## src/rtl/gfx_src_sched.sv

```systemverilog
// -----------------------------------------------------------------------------
// gfx_src_sched
//
// Purpose:
//   Arbitrates the single gfx pixel write stream (feeding the framebuffer /
//   fade writer) between two producers: the screen-clear generator and the
//   ADC XY sample stream.
//
//   After reset the scheduler kicks the clear generator, passes one full clear
//   pass through, waits a drain interval once the last clear pixel has left
//   the output register, and then grants the ADC stream. A clear_req pulse
//   while the ADC owns the stream queues a new clear pass; the switch happens
//   only once the output register is empty, so every transfer is a whole
//   pixel and nothing downstream ever sees a torn or changing pixel.
//
// Handshake (all pixel interfaces): a beat transfers on a rising clk edge
// where pvalid && pready are both high. A producer holds its beat stable
// until it transfers; the gfx output register does the same for downstream.
//
// Parameters:
//   FB_X_BITS    framebuffer x coordinate width
//   FB_Y_BITS    framebuffer y coordinate width
//   PIXEL_BITS   pixel color width
//   DRAIN_CYCLES idle cycles between the last clear pixel leaving and the ADC
//                grant (>= 1)
//
// Ports:
//   clk, reset          system clock, synchronous active-high reset
//   clear_req           pulse; request a new clear pass
//   clr_start           one-cycle pulse; restarts the clear generator
//   clr_pvalid/pready   clear pixel handshake; clr_x/clr_y/clr_color payload,
//                       clr_last marks the final clear pixel
//   adc_pvalid/pready   ADC pixel handshake; adc_x/adc_y/adc_color payload
//   gfx_pvalid/pready   registered output handshake; gfx_x/gfx_y/gfx_color
//   adc_active          high while the ADC owns the stream
//   clear_done          one-cycle pulse when the drain interval completes
//   adc_drop_cnt        (GFX_SRC_SCHED_ADC_DROP_EN only) saturating count of
//                       ADC pixels dropped because the output was busy
//   state_dbg           current scheduler state (START/CLEAR/DRAIN/ADC)
//
// Build option:
//   GFX_SRC_SCHED_ADC_DROP_EN  when defined, the ADC stream is never
//   back-pressured by the output register: an ADC pixel offered while the
//   output is busy is dropped and counted in adc_drop_cnt. When undefined,
//   the ADC is back-pressured like the clear stream and adc_drop_cnt does
//   not exist.
// -----------------------------------------------------------------------------
module gfx_src_sched #(
    parameter int FB_X_BITS    = 10,
    parameter int FB_Y_BITS    = 9,
    parameter int PIXEL_BITS   = 12,
    parameter int DRAIN_CYCLES = 8
) (
    input  logic                  clk,
    input  logic                  reset,

    input  logic                  clear_req,
    output logic                  clr_start,

    input  logic                  clr_pvalid,
    output logic                  clr_pready,
    input  logic [FB_X_BITS-1:0]  clr_x,
    input  logic [FB_Y_BITS-1:0]  clr_y,
    input  logic [PIXEL_BITS-1:0] clr_color,
    input  logic                  clr_last,

    input  logic                  adc_pvalid,
    output logic                  adc_pready,
    input  logic [FB_X_BITS-1:0]  adc_x,
    input  logic [FB_Y_BITS-1:0]  adc_y,
    input  logic [PIXEL_BITS-1:0] adc_color,

    output logic                  gfx_pvalid,
    input  logic                  gfx_pready,
    output logic [FB_X_BITS-1:0]  gfx_x,
    output logic [FB_Y_BITS-1:0]  gfx_y,
    output logic [PIXEL_BITS-1:0] gfx_color,

    output logic                  adc_active,
    output logic                  clear_done,
`ifdef GFX_SRC_SCHED_ADC_DROP_EN
    output logic [15:0]           adc_drop_cnt,
`endif
    output logic [1:0]            state_dbg
);

    // Drain counter must hold DRAIN_CYCLES itself.
    localparam int CNT_W = (DRAIN_CYCLES < 2) ? 1 : $clog2(DRAIN_CYCLES + 1);

    typedef enum logic [1:0] {
        ST_START = 2'd0,
        ST_CLEAR = 2'd1,
        ST_DRAIN = 2'd2,
        ST_ADC   = 2'd3
    } state_t;

    state_t           state_q;
    state_t           state_d;
    logic             pend_q;
    logic [CNT_W-1:0] cnt_q;

    // Output register can take a new pixel this cycle.
    logic             free;
    logic             clr_accept;
    logic             adc_take;   // ADC handshake completed
    logic             adc_load;   // ADC pixel actually written into the output

    assign free      = !gfx_pvalid || gfx_pready;
    assign state_dbg = state_q;

    // -------------------------------------------------------------------------
    // FSM: state register
    // -------------------------------------------------------------------------
    always_ff @(posedge clk) begin
        if (reset) begin
            state_q <= ST_START;
        end else begin
            state_q <= state_d;
        end
    end

    // -------------------------------------------------------------------------
    // FSM: next-state logic
    // -------------------------------------------------------------------------
    always_comb begin
        state_d = state_q;
        case (state_q)
            ST_START: begin
                state_d = ST_CLEAR;
            end
            ST_CLEAR: begin
                // clr_last only matters on the beat that actually transfers.
                if (clr_accept && clr_last) begin
                    state_d = ST_DRAIN;
                end
            end
            ST_DRAIN: begin
                if (!gfx_pvalid && (cnt_q == CNT_W'(1))) begin
                    state_d = ST_ADC;
                end
            end
            ST_ADC: begin
                // With pend set no new ADC pixel can load, so waiting for the
                // output register to empty guarantees a pixel-boundary switch.
                if (pend_q && !gfx_pvalid) begin
                    state_d = ST_START;
                end
            end
            default: begin
                state_d = ST_START;
            end
        endcase
    end

    // -------------------------------------------------------------------------
    // FSM: outputs (combinational from state and output register)
    // -------------------------------------------------------------------------
    always_comb begin
        clr_start  = 1'b0;
        clr_pready = 1'b0;
        adc_pready = 1'b0;
        adc_active = 1'b0;
        if (!reset) begin
            case (state_q)
                ST_START: begin
                    clr_start = 1'b1;
                end
                ST_CLEAR: begin
                    clr_pready = free;
                end
                ST_ADC: begin
                    adc_active = 1'b1;
`ifdef GFX_SRC_SCHED_ADC_DROP_EN
                    adc_pready = !pend_q;
`else
                    adc_pready = !pend_q && free;
`endif
                end
                default: begin
                end
            endcase
        end
    end

    assign clr_accept = clr_pready && clr_pvalid;
    assign adc_take   = adc_pready && adc_pvalid;
    assign adc_load   = adc_take && free;

    // -------------------------------------------------------------------------
    // Pending clear request. Only meaningful in ADC: a request during
    // START/CLEAR/DRAIN is already covered by the pass in progress. The flag
    // is registered, so a request arriving alongside an ADC accept does not
    // block that pixel; the grant closes from the next cycle on.
    // -------------------------------------------------------------------------
    always_ff @(posedge clk) begin
        if (reset) begin
            pend_q <= 1'b0;
        end else if (state_q != ST_ADC || state_d == ST_START) begin
            pend_q <= 1'b0;
        end else if (clear_req) begin
            pend_q <= 1'b1;
        end
    end

    // -------------------------------------------------------------------------
    // Drain counter. Loaded as the last clear pixel is accepted; counts only
    // while the output register is empty, so the interval is measured from
    // the moment that pixel has left, and a stalled downstream freezes it.
    // -------------------------------------------------------------------------
    always_ff @(posedge clk) begin
        if (reset) begin
            cnt_q <= '0;
        end else if (state_q == ST_CLEAR && state_d == ST_DRAIN) begin
            cnt_q <= CNT_W'(DRAIN_CYCLES);
        end else if (state_q == ST_DRAIN && !gfx_pvalid && cnt_q != '0) begin
            cnt_q <= cnt_q - CNT_W'(1);
        end
    end

    always_ff @(posedge clk) begin
        if (reset) begin
            clear_done <= 1'b0;
        end else begin
            clear_done <= (state_q == ST_DRAIN) && (state_d == ST_ADC);
        end
    end

    // -------------------------------------------------------------------------
    // Output register. The two accepts are mutually exclusive by state, and
    // the payload only changes on a load, so it is stable while stalled.
    // -------------------------------------------------------------------------
    always_ff @(posedge clk) begin
        if (reset) begin
            gfx_pvalid <= 1'b0;
            gfx_x      <= '0;
            gfx_y      <= '0;
            gfx_color  <= '0;
        end else if (clr_accept) begin
            gfx_pvalid <= 1'b1;
            gfx_x      <= clr_x;
            gfx_y      <= clr_y;
            gfx_color  <= clr_color;
        end else if (adc_load) begin
            gfx_pvalid <= 1'b1;
            gfx_x      <= adc_x;
            gfx_y      <= adc_y;
            gfx_color  <= adc_color;
        end else if (gfx_pready) begin
            gfx_pvalid <= 1'b0;
        end
    end

`ifdef GFX_SRC_SCHED_ADC_DROP_EN
    // -------------------------------------------------------------------------
    // Dropped ADC pixels: handshake completed but the output register was
    // still holding an unaccepted pixel. Count restarts with every clear pass.
    // -------------------------------------------------------------------------
    logic adc_drop;
    assign adc_drop = adc_take && !free;

    always_ff @(posedge clk) begin
        if (reset) begin
            adc_drop_cnt <= '0;
        end else if (state_q != ST_START && state_d == ST_START) begin
            adc_drop_cnt <= '0;
        end else if (adc_drop && adc_drop_cnt != 16'hFFFF) begin
            adc_drop_cnt <= adc_drop_cnt + 16'd1;
        end
    end
`endif

endmodule

```

## config.mk

```make
export PLATFORM = sky130hd
export DESIGN_NAME = gfx_src_sched
export DESIGN_NICKNAME = d
export VERILOG_FILES = /design/src/rtl/gfx_src_sched.sv
export SDC_FILE = /design/constraint.sdc
export NUM_CORES = 1
export LEC_CHECK = 0
export ABC_AREA = 1
export CORE_MARGIN = 10
export CORE_UTILIZATION = 35
export DETAILED_ROUTE_END_ITERATION = 10
export HOLD_SLACK_MARGIN = 0.06
export PLACE_DENSITY_LB_ADDON = 0.2
export SETUP_SLACK_MARGIN = 0.05
export SYNTH_ARGS = -nofsm -noshare
export SYNTH_HDL_FRONTEND = slang
export SYNTH_SLANG_ARGS = --single-unit
```

## constraint.sdc

```tcl
create_clock -name clk -period 1.6 [get_ports clk]
set_input_delay 0.16 -clock clk [delete_from_list [all_inputs] [get_ports clk]]
set_output_delay 0.16 -clock clk [all_outputs]
set_load 0.005 [all_outputs]
```

==> flow_summary.ini <==
[status]
outcome = completed

[timing]
max_freq_ghz = 0.6781
final_max_slew_viol_count = 0
tightest_slew_ps = 287.6
rsz0062_at_grt = false
layout_min_cycle_time_ps = 1475
setup_violations = 0
slew_headroom = 0.8083
setup_slack_ps = 125.4
hold_violations = 0
fin_crit_sh = 0.9216
finalClockSkew_ps = 4.290

[power]
power_w = 0.002341
power_leakage_nw = 1.653
p_comb_frac = 0.278
clkPwrFrac = 0.269
p_int_w = 0.001686
irDropWorstVdd_mv = 0.3101
switching_share = 0.2796
pwr-share-seq = 0.452
powerDensity_nw_per_um2 = 608.6
p_sw_w = 0.0006544

[global_routing]
antenna_found_initial = 0
grt_overflow = 0
grt.total_usage = 0.1376
grt_max_degree = 45
grt_pass1_wl_um = 12590
grt_pass1_vias = 2539

[critical_path]
critPathRequiredTime_ps = 1820
cp.arrival_ps = 1700
crit_fanout = 6
critical_path.startpoint_type = input port
cp-end-kind = register
crit_type = in2reg

[floorplanning]
die_x_um = 103.7
initial_core_util = 0.3608
die_y_um = 103.7
ios = 108
core_area_um2 = 6794
die_area_um2 = 10750
fp-row-count = 30

[cells_and_area]
diodes = 0
layout_common_cells = clkdlybuf4s50_1, inv_1, nand2_1
seq_area_um2 = 804.5
multi_input_area_um2 = 1254
area_growth_pct = 56.92
drive_gt1_frac = 0.1590
fill_cells = 664
fin_nets = 530
final_common_cell = clkdlybuf4s50_1

[logic_synthesis]
synth.avg_cell_area_um2 = 7.003
synth_warnings = 0
post_synth_inst_count = 350
synth-seq-cells = 40
synth_top_family_by_area = simple AND/OR/NAND/NOR gates
synth_fa_ha_area_frac = 0.01021
synth_compound_area_frac = 0.08321
synth_xor_area_frac = 0
yosys.area_share.simple = 0.4053
muxShareOfSynthArea = 0
synth_fp_nets = 421
yosysSeqAreaShare = 0.3267
synth_area_um2 = 2451
synth_cell_types = 20

[clock_tree]
cts_hold_buf = 0
h-tree-depth = 2
cts_sinks = 40
tritoncts = yes
numCtsBuffers = 5
ctsLongestPathBuffers = 2
clkSlewWorstSetupHoldPaths_ps = 70
root_buffer = clkbuf_8
insertion_delay_ps = 290

[detailed_routing]
drt-total-wl_um = 7800
vias_per_cell = 4.748
wl_per_cell_um = 14.05
drt_iter0_drc = 82
ant_nets = 0
drc = 0
first_pass_iters = 4
via_count = 2635

[place]
port_buffers = 107
place_ws_ps = -179.0
routabilityCongestion = 0.8155
dp_hpwl_um = 5759

[worst_hold_path]
min_path_type = in2reg

[job]
maxCapViolCount = 0
==> power groups by stage <==
| stage | Sequential, W | Combinational [W] | Clock (W) |
|---|---|---|---|
| 3_5_place_dp | 0.00108 | 0.000644 | 0 |
| 5_1_grt | 0.00106 | 0.000716 | 0.000700 |
| 4_1_cts | 0.00106 | 0.000644 | 0.000654 |
| 3_3_place_gp | 0.00108 | 0.000639 | 0 |
| 2_1_floorplan | 0.00108 | 0.000286 | 0 |
| 6_report | 0.00106 | 0.000652 | 0.000630 |
==> worst max-delay path: stages <==
cell and delay (ps):
clkdlybuf4s50_1 470, inv_1 60, a21oi_2 160, buf_4 140
buf_4 120, nand3_4 100, nand2_8 140, clkbuf_16 160
nand3_2 60, a21oi_1 110
==> state kept, by name, summed over array words and instances, names as in the netlist <==
signal,cells
gfx_pvalid,1
gfx_color,12
clear_done,1
cnt_q,4
state_dbg,2
gfx_y,9
pend_q,1
gfx_x,10
==> synth_stat cells <==
master / instances / area [um2]
a21oi_1: 39 / 195.2
buf_8: 3 / 45.04
nand2_1: 45 / 168.9
nor2_1: 8 / 30.03
or2_2: 1 / 6.260
a21oi_2: 1 / 8.760
nor3_1: 6 / 30.03
nor2_8: 1 / 20.02
inv_2: 1 / 3.750
nand2_4: 1 / 11.26
nand3_2: 31 / 310.3
nand3_1: 39 / 195.2
ha_1: 2 / 25.02
clkbuf_1: 17 / 63.81
dfxtp_1: 40 / 800.8
inv_1: 75 / 281.5
nand4_1: 32 / 200.2
nand4_4: 1 / 21.27
buf_1: 6 / 22.52
buf_6: 1 / 11.26
==> stage by stage <==
step | hold WS, ps | std cells | instance area [um2] | TNS (ps) | util
finish | 451.3 | 555 | 3846 | 0 | 0.5661
global route | 457.0 | 555 | 3846 | 0 | 0.5661
CTS | 438.3 | 554 | 3781 | 0 | 0.5565
detailed placement | 474.1 | 546 | 3700 | -2990 | 0.5446
global placement | 467.2 | 546 | 3700 | -2328 | 0.5446
floorplan | 325.7 | 350 | 2451 | 0 | -
==> logic make-up after synthesis <==
kind of cell / Yosys count
simple gates: 165
buf+inv: 103
compound gates: 40
flops: 40
fa+ha+maj: 2
==> metal layers <==
metal / GRT usage / part of all wire
met1: 0.1661 / 0.44
met2: 0.2167 / 0.46
met3: 0.06320 / 0.092
met4: 0.03280 / 0.0060
met5: 0 / 0
==> worst paths after layout <==
path / from / to / slack (ps) / cells after the start
max reg2reg: gfx_pvalid / gfx_y[7] / 170 / 8
min: clear_req / pend_q / 450 / 3
max: gfx_pready / gfx_y[7] / 130 / 10
min reg2reg: cnt_q[1] / cnt_q[1] / 480 / 2
==> repair_timing <==
item	CTS	global route
cloned	0	1
gates resized for setup	5	13
setup endpoints to repair	4	35
setup buffers	1	0
pin swaps	1	2
==> final cells by class <==
type / count / share of cell area
Multi-Input combinational cell: 207 / 0.3260
Timing Repair Buffer: 129 / 0.3393
Sequential cell: 40 / 0.2092
Clock inverter: 1 / 0.001301
Clock buffer: 6 / 0.01887
Tap cell: 96 / 0.03123
Inverter: 76 / 0.07417
Note: power is estimated with default switching activity, not from simulation.
